$ cat src/rtl/imm_ext_pipe_if.sv
// Handshake bundle for the immediate extractor pipeline.
// master drives instructions in and accepts results; slave is the pipe.
interface imm_ext_pipe_if #(
    parameter int DATA_W = 64,
    parameter int TAG_W  = 5
);
    logic              in_valid;
    logic              in_ready;
    logic [31:0]       in_insn;
    logic [2:0]        in_fmt;
    logic [TAG_W-1:0]  in_tag;
    logic              out_valid;
    logic              out_ready;
    logic [DATA_W-1:0] out_imm;
    logic [TAG_W-1:0]  out_tag;
    logic              out_err;

    modport master (
        output in_valid, in_insn, in_fmt, in_tag, out_ready,
        input  in_ready, out_valid, out_imm, out_tag, out_err
    );

    modport slave (
        input  in_valid, in_insn, in_fmt, in_tag, out_ready,
        output in_ready, out_valid, out_imm, out_tag, out_err
    );
endinterface

$ cat src/rtl/imm_ext_pipe.sv
// Two-stage LEGv8 immediate extractor/extender.
// Stage 1 captures the instruction, stage 2 holds the extended result.
module imm_ext_pipe #(
    parameter int DATA_W = 64,
    parameter int TAG_W  = 5
) (
    input  logic          clk,
    input  logic          reset,
    input  logic          flush,
    imm_ext_pipe_if.slave bus
);
    localparam logic [2:0] FMT_I  = 3'd0;
    localparam logic [2:0] FMT_D  = 3'd1;
    localparam logic [2:0] FMT_CB = 3'd2;
    localparam logic [2:0] FMT_B  = 3'd3;
    localparam logic [2:0] FMT_IW = 3'd4;

    logic              s1_valid_q, s1_valid_d;
    logic [25:0]       s1_insn_q, s1_insn_d;
    logic [2:0]        s1_fmt_q, s1_fmt_d;
    logic [TAG_W-1:0]  s1_tag_q, s1_tag_d;
    logic              s2_valid_q, s2_valid_d;
    logic [DATA_W-1:0] s2_imm_q, s2_imm_d;
    logic [TAG_W-1:0]  s2_tag_q, s2_tag_d;
    logic              s2_err_q, s2_err_d;

    logic              s1_adv;
    logic              accept;
    logic [1:0]        hw;
    logic [DATA_W-1:0] ext_imm;
    logic              ext_err;

    assign s1_adv       = !s2_valid_q || bus.out_ready;
    assign bus.in_ready = !flush && (!s1_valid_q || s1_adv);
    assign accept       = bus.in_valid && bus.in_ready;
    assign hw           = s1_insn_q[22:21];

    // Extract and extend the field selected by the captured format
    always_comb begin
        ext_imm = '0;
        ext_err = 1'b0;
        unique case (s1_fmt_q)
            FMT_I:  ext_imm = {{(DATA_W-12){1'b0}}, s1_insn_q[21:10]};
            FMT_D:  ext_imm = {{(DATA_W-9){s1_insn_q[20]}}, s1_insn_q[20:12]};
            FMT_CB: ext_imm = {{(DATA_W-21){s1_insn_q[23]}},
                               s1_insn_q[23:5], 2'b00};
            FMT_B:  ext_imm = {{(DATA_W-28){s1_insn_q[25]}},
                               s1_insn_q[25:0], 2'b00};
            FMT_IW: begin
                ext_imm = DATA_W'({48'd0, s1_insn_q[20:5]} << {hw, 4'b0000});
                ext_err = (DATA_W == 32) && hw[1];
            end
            default: ext_err = 1'b1;
        endcase
        if (ext_err) begin
            ext_imm = '0;
        end
    end

    // Next-state for both stages: flush kills, stalls hold, advances shift
    always_comb begin
        s1_valid_d = s1_valid_q;
        s1_insn_d  = s1_insn_q;
        s1_fmt_d   = s1_fmt_q;
        s1_tag_d   = s1_tag_q;
        s2_valid_d = s2_valid_q;
        s2_imm_d   = s2_imm_q;
        s2_tag_d   = s2_tag_q;
        s2_err_d   = s2_err_q;
        if (s1_adv) begin
            s2_valid_d = s1_valid_q;
            s1_valid_d = 1'b0;
            if (s1_valid_q) begin
                s2_imm_d = ext_imm;
                s2_tag_d = s1_tag_q;
                s2_err_d = ext_err;
            end
        end
        if (accept) begin
            s1_valid_d = 1'b1;
            s1_insn_d  = bus.in_insn[25:0];
            s1_fmt_d   = bus.in_fmt;
            s1_tag_d   = bus.in_tag;
        end
        if (flush) begin
            s1_valid_d = 1'b0;
            s2_valid_d = 1'b0;
        end
    end

    // Pipeline registers; reset also clears the data path
    always_ff @(posedge clk) begin
        if (!reset) begin
            s1_valid_q <= 1'b0;
            s1_insn_q  <= '0;
            s1_fmt_q   <= '0;
            s1_tag_q   <= '0;
            s2_valid_q <= 1'b0;
            s2_imm_q   <= '0;
            s2_tag_q   <= '0;
            s2_err_q   <= 1'b0;
        end else begin
            s1_valid_q <= s1_valid_d;
            s1_insn_q  <= s1_insn_d;
            s1_fmt_q   <= s1_fmt_d;
            s1_tag_q   <= s1_tag_d;
            s2_valid_q <= s2_valid_d;
            s2_imm_q   <= s2_imm_d;
            s2_tag_q   <= s2_tag_d;
            s2_err_q   <= s2_err_d;
        end
    end

    assign bus.out_valid = s2_valid_q;
    assign bus.out_imm   = s2_imm_q;
    assign bus.out_tag   = s2_tag_q;
    assign bus.out_err   = s2_err_q;
endmodule
$ cat src/flat_wrapper.sv
// flat-port wrapper written by rule: the top's interface ports become plain ports
module imm_ext_pipe_flat 
#(
    parameter int DATA_W = 64,
    parameter int TAG_W  = 5
)
  (clk, reset, flush, bus_in_valid, bus_in_insn, bus_in_fmt, bus_in_tag, bus_out_ready, bus_in_ready, bus_out_valid, bus_out_imm, bus_out_tag, bus_out_err);
  imm_ext_pipe_if #(.DATA_W(DATA_W), .TAG_W(TAG_W)) bus_i ();
  input  logic clk;
  input  logic reset;
  input  logic flush;
  input wire logic [$bits(bus_i.in_valid)-1:0] bus_in_valid;
  input wire logic [$bits(bus_i.in_insn)-1:0] bus_in_insn;
  input wire logic [$bits(bus_i.in_fmt)-1:0] bus_in_fmt;
  input wire logic [$bits(bus_i.in_tag)-1:0] bus_in_tag;
  input wire logic [$bits(bus_i.out_ready)-1:0] bus_out_ready;
  output wire logic [$bits(bus_i.in_ready)-1:0] bus_in_ready;
  output wire logic [$bits(bus_i.out_valid)-1:0] bus_out_valid;
  output wire logic [$bits(bus_i.out_imm)-1:0] bus_out_imm;
  output wire logic [$bits(bus_i.out_tag)-1:0] bus_out_tag;
  output wire logic [$bits(bus_i.out_err)-1:0] bus_out_err;
  assign bus_i.in_valid = bus_in_valid;
  assign bus_i.in_insn = bus_in_insn;
  assign bus_i.in_fmt = bus_in_fmt;
  assign bus_i.in_tag = bus_in_tag;
  assign bus_i.out_ready = bus_out_ready;
  assign bus_in_ready = bus_i.in_ready;
  assign bus_out_valid = bus_i.out_valid;
  assign bus_out_imm = bus_i.out_imm;
  assign bus_out_tag = bus_i.out_tag;
  assign bus_out_err = bus_i.out_err;
  imm_ext_pipe #(.DATA_W(DATA_W), .TAG_W(TAG_W)) u_core (.clk(clk), .reset(reset), .flush(flush), .bus(bus_i));
endmodule
$ cat config.mk
export PLATFORM = sky130hd
export DESIGN_NAME = imm_ext_pipe_flat
export DESIGN_NICKNAME = d
export VERILOG_FILES = /design/src/rtl/imm_ext_pipe_if.sv /design/src/rtl/imm_ext_pipe.sv /design/src/flat_wrapper.sv
export SDC_FILE = /design/constraint.sdc
export NUM_CORES = 1
export LEC_CHECK = 0
export BUFFER_PORTS_ARGS = -buffer_cell sky130_fd_sc_hd__buf_2
export CORE_MARGIN = 2
export CORE_UTILIZATION = 40
export CTS_CLUSTER_DIAMETER = 100
export DETAILED_ROUTE_END_ITERATION = 10
export PLACE_DENSITY = 0.65
export SLEW_MARGIN = 15
export SYNTH_ARGS = -nofsm -noshare
export SYNTH_HDL_FRONTEND = slang
export SYNTH_SLANG_ARGS = --single-unit
$ cat constraint.sdc
create_clock -name clk -period 2.3 [get_ports clk]
set_input_delay 0.23 -clock clk [delete_from_list [all_inputs] [get_ports clk]]
set_output_delay 0.23 -clock clk [all_outputs]
set_load 0.01 [all_outputs]
==> impl_metrics.prom <==
# TYPE chip_impl_metric gauge
chip_impl_metric{name="cp.arrival",unit="ps"} 2330
chip_impl_info{name="grt_setup_unrepaired",value="no"} 1
chip_impl_metric{name="layout.area.seq",unit="sq um"} 2120
chip_impl_metric{name="drt_drc_violations_left",unit=""} 0
chip_impl_metric{name="final.period_utilization",unit="%"} 89.9
chip_impl_info{name="timing.setup.critical_path_class",value="flop to flop"} 1
chip_impl_metric{name="gate_power_share",unit="%"} 9.0
chip_impl_metric{name="fp.dieArea",unit="sq um"} 13200
chip_impl_metric{name="slew-limit-headroom",unit="%"} 33.4
chip_impl_info{name="netlist.top_cell.by_area",value="sky130_fd_sc_hd__dfxtp_1"} 1
chip_impl_metric{name="global_route_wire_length_before_repair",unit="um"} 23200
chip_impl_metric{name="drt-total-wl",unit="um"} 14300
chip_impl_metric{name="synth.avg_cell_area",unit="sq um"} 7.79
chip_impl_metric{name="timing.clock.skew",unit="ps"} 7.71
chip_impl_info{name="ys_top_cells_by_count",value="106 x sky130_fd_sc_hd__dfxtp_1, 99 x sky130_fd_sc_hd__nand2_1, 67 x sky130_fd_sc_hd__a21oi_1"} 1
chip_impl_metric{name="rrSetupSlack",unit="ps"} 230
chip_impl_metric{name="postCtsSetupRepairBufs",unit=""} 0
chip_impl_info{name="sort_of_element_at_the_start_of_the_critical_path",value="flop"} 1
chip_impl_metric{name="cellPowerDensity",unit="nW/um^2"} 646
chip_impl_metric{name="int_power",unit="mW"} 2.84
chip_impl_metric{name="cts_inserted_buffers",unit=""} 9
chip_impl_metric{name="dp_hpwl",unit="um"} 9850
chip_impl_info{name="yosysMostFrequentCell",value="sky130_fd_sc_hd__dfxtp_1"} 1
chip_impl_metric{name="finalCriticalPeriod",unit="ps"} 2070
chip_impl_metric{name="layout-area-overhead-vs-synth",unit="%"} 19.2
chip_impl_metric{name="drt_iter0_markers",unit=""} 393
chip_impl_info{name="crit_path_start",value="u_core.s1_fmt_q[0]$_SDFFE_PN0P_"} 1
chip_impl_metric{name="net-switching-power",unit="mW"} 0.951
chip_impl_metric{name="diodes",unit=""} 0
chip_impl_metric{name="groute.usage.overall",unit="%"} 22.3
chip_impl_metric{name="timing.final.max_slew_violations",unit=""} 0
chip_impl_info{name="yosys-top-cells-area",value="sky130_fd_sc_hd__dfxtp_1 43%, sky130_fd_sc_hd__nand2_1 7.5%, sky130_fd_sc_hd__mux2i_1 7.1%, sky130_fd_sc_hd__a21oi_1 6.8%, sky130_fd_sc_hd__o21ai_0 6.3%"} 1
chip_impl_metric{name="fin_setup_tns",unit="ps"} 0
chip_impl_metric{name="worst_setup_hold_path_clk_slew",unit="ps"} 70
chip_impl_metric{name="fillCellCount",unit=""} 1210
chip_impl_metric{name="multi_input_comb_area",unit="sq um"} 2520
chip_impl_metric{name="final_cell_area",unit="sq um"} 5880
chip_impl_metric{name="clock.fmax",unit="MHz"} 484
chip_impl_metric{name="clk_path_buf_depth",unit=""} 2
chip_impl_metric{name="cts.sinks",unit=""} 106
chip_impl_metric{name="dieHeight",unit="um"} 115
chip_impl_metric{name="sequentialPowerShare",unit="%"} 50.9
chip_impl_metric{name="power.share.clock",unit="%"} 40.1
chip_impl_metric{name="initial_core_util",unit="%"} 41.0
chip_impl_info{name="tritoncts",value="built"} 1
chip_impl_metric{name="i_o_pin_total",unit=""} 117
chip_impl_info{name="cts_root_buf",value="sky130_fd_sc_hd__clkbuf_16"} 1
chip_impl_metric{name="vias_per_cell",unit=""} 5.62
chip_impl_metric{name="syn_std_cell_area",unit="sq um"} 4930
chip_impl_metric{name="p_leak",unit="nW"} 2.15
chip_impl_metric{name="worst-path-max-fanout",unit=""} 28
chip_impl_metric{name="gp_congestion",unit=""} 0.883
chip_impl_metric{name="synthArstFlopShare",unit="%"} 0
chip_impl_metric{name="synth.distinct_cells",unit=""} 35
chip_impl_metric{name="antenna_left",unit=""} 0
chip_impl_metric{name="required",unit="ps"} 2570
chip_impl_metric{name="cts_max_level",unit=""} 3
chip_impl_metric{name="holdBufCountCts",unit=""} 0
chip_impl_metric{name="synth.top_cell.area_share",unit="%"} 43.0
chip_impl_metric{name="synth.yosys.warnings",unit=""} 0
chip_impl_metric{name="io_buffers",unit=""} 110
chip_impl_metric{name="worst-slew-pin-transition",unit="ps"} 994
chip_impl_metric{name="die_w",unit="um"} 115
chip_impl_metric{name="grt_antenna_before_repair",unit=""} 0
chip_impl_info{name="min_path_type",value="primary input to flop"} 1
chip_impl_metric{name="layout-drive-gt1-share",unit="%"} 21.5
chip_impl_metric{name="synthesis.nets",unit=""} 678
chip_impl_metric{name="drt-pass1-iter-count",unit=""} 5
chip_impl_metric{name="cts.repair.resized",unit=""} 0
chip_impl_metric{name="vias",unit=""} 4818
chip_impl_metric{name="peakVddDrop",unit="V"} 0.000338
chip_impl_metric{name="ys_ff_latch",unit=""} 106
chip_impl_info{name="r2r_start",value="u_core.s1_fmt_q[0]$_SDFFE_PN0P_"} 1
chip_impl_metric{name="clkLatencyLatePin",unit="ps"} 350
chip_impl_metric{name="hold_viol",unit=""} 0
chip_impl_metric{name="grt_max_degree",unit=""} 68
chip_impl_metric{name="finalSetupViolCount",unit=""} 0
chip_impl_metric{name="standard_cell_rows",unit=""} 40
chip_impl_metric{name="placement.cell_area",unit="sq um"} 5580
chip_impl_metric{name="reg2regPathDepth",unit=""} 6
chip_impl_metric{name="syn-instance-count",unit=""} 633
chip_impl_metric{name="max_cap_violations",unit=""} 0
chip_impl_info{name="outcome",value="complete, no violations"} 1
chip_impl_metric{name="synth_sequential_area_ratio",unit="%"} 43.0
chip_impl_info{name="rr_endpoint",value="u_core.bus.out_imm[45]$_SDFFE_PN0P_"} 1
chip_impl_info{name="setup.worst_path.end_class",value="flop"} 1
chip_impl_metric{name="vias_in_the_first_global_route",unit=""} 4456
chip_impl_metric{name="globalRouteOverflowTotal",unit=""} 0
chip_impl_metric{name="num-nets-final",unit=""} 750
chip_impl_metric{name="routedWlPerCell",unit="um"} 16.7
chip_impl_metric{name="coreArea",unit="sq um"} 12000
chip_impl_metric{name="switching_share",unit="%"} 25.1
chip_impl_info{name="critPathCapture",value="u_core.bus.out_imm[45]$_SDFFE_PN0P_"} 1
chip_impl_metric{name="count_of_flip_flops_with_a_built_in_enable_after_synthesis",unit=""} 0
chip_impl_info{name="postSynth.topFlopCell",value="sky130_fd_sc_hd__dfxtp_1"} 1
[kinds of logic after synthesis]
group                  share of synthesized area, %
flip-flops                                     43.0
AND/OR/NAND/NOR                                21.2
buffers and inverters                          6.14
AO/OA/AOI/OAI                                  22.5
multiplexers                                   7.11
[critical path, stage by stage, from the launching register on]
cell and delay, ps:
sky130_fd_sc_hd__dfxtp_1 360, sky130_fd_sc_hd__buf_4 360, sky130_fd_sc_hd__nand4bb_1 200, sky130_fd_sc_hd__o21ai_2 380, sky130_fd_sc_hd__buf_4 350, sky130_fd_sc_hd__a221oi_1 80
sky130_fd_sc_hd__nor3_1 250
[layout make-up]
type | instances | area share [%]
Tap cell | 147 | 3.13
Clock inverter | 6 | 1.15
Clock buffer | 10 | 3.90
Multi-Input combinational cell | 455 | 43.0
Sequential cell | 106 | 36.1
Timing Repair Buffer | 130 | 12.6
Inverter | 3 | 0.192
[worst min-delay path by stage]
stage / start / endpoint / cells past startpoint
after detailed placement: u_core.bus.out_imm[60]$_SDFFE_PN0P_ / u_core.bus.out_imm[60]$_SDFFE_PN0P_ / 2
after global placement: u_core.bus.out_imm[28]$_SDFFE_PN0P_ / u_core.bus.out_imm[28]$_SDFFE_PN0P_ / 2
final: bus_in_insn[16] / u_core.s1_insn_q[16]$_SDFFE_PN0P_ / 3
after floorplan: bus_in_valid / u_core.s1_valid_q$_SDFFE_PP0P_ / 2
after CTS: bus_in_insn[10] / u_core.s1_insn_q[10]$_SDFFE_PN0P_ / 3
after global routing: bus_in_insn[3] / u_core.s1_insn_q[3]$_SDFFE_PN0P_ / 3
[cells in the final DEF, fill, tap and decap left out, drive strengths merged, types with 2 or more instances in the layout]
master,instances
buf,130
dfxtp,106
nand2,99
o21ai,83
a21oi,67
nand3,41
mux2i,35
nor2,30
nor3,29
a221oi,15
clkbuf,10
o22ai,8
and4,7
o221ai,6
a22oi,6
and3,5
a211oi,5
nand2b,4
inv,3
clkinv,3
nand4bb,2
nand3b,2
a31oi,2
clkinvlp,2
or2,2
[stage by stage]
step           instances  hold WS (ps)  setup WS (ps)  total power [mW]  utilization [%]
3_5_place_dp         841           442            247              2.31             46.4
4_1_cts              857          79.7            231              3.82             48.9
6_report             857          93.6            233              3.79             48.9
2_1_floorplan        633           347            694              2.18                -
5_1_grt              857           108           49.5              3.94             48.9
3_3_place_gp         841           437            375              2.30             46.4
[registers in the layout, indices dropped and copies added (netlist names)]
signal                cells
u_core.bus.out_err        1
u_core.bus.out_imm       64
u_core.bus.out_tag        5
u_core.bus.out_valid      1
u_core.s1_fmt_q           3
u_core.s1_insn_q         26
u_core.s1_tag_q           5
u_core.s1_valid_q         1
[power groups by stage]
stage                     logic [mW]  clock network (mW)  registers (mW)
after detailed placement       0.339                   0            1.97
after global placement         0.331                   0            1.97
final                          0.343                1.52            1.93
after CTS                      0.341                1.55            1.93
after global routing           0.382                1.62            1.94
after floorplan                0.240                   0            1.94
[metal layers]
| metal | global-route usage [%] | part of all wire, % | wire length (um) | vias to the layer above |
|---|---|---|---|---|
| met5 | 0 | 0 | 0 | - |
| li1 | - | - | - | 2391 |
| met2 | 35.5 | 47 | 6700 | 165 |
| met1 | 30.4 | 45 | 6440 | 2237 |
| met3 | 4.59 | 6.4 | 910 | 25 |
| met4 | 7.23 | 1.9 | 273 | 0 |
Note: power is estimated with default switching activity, not from simulation.
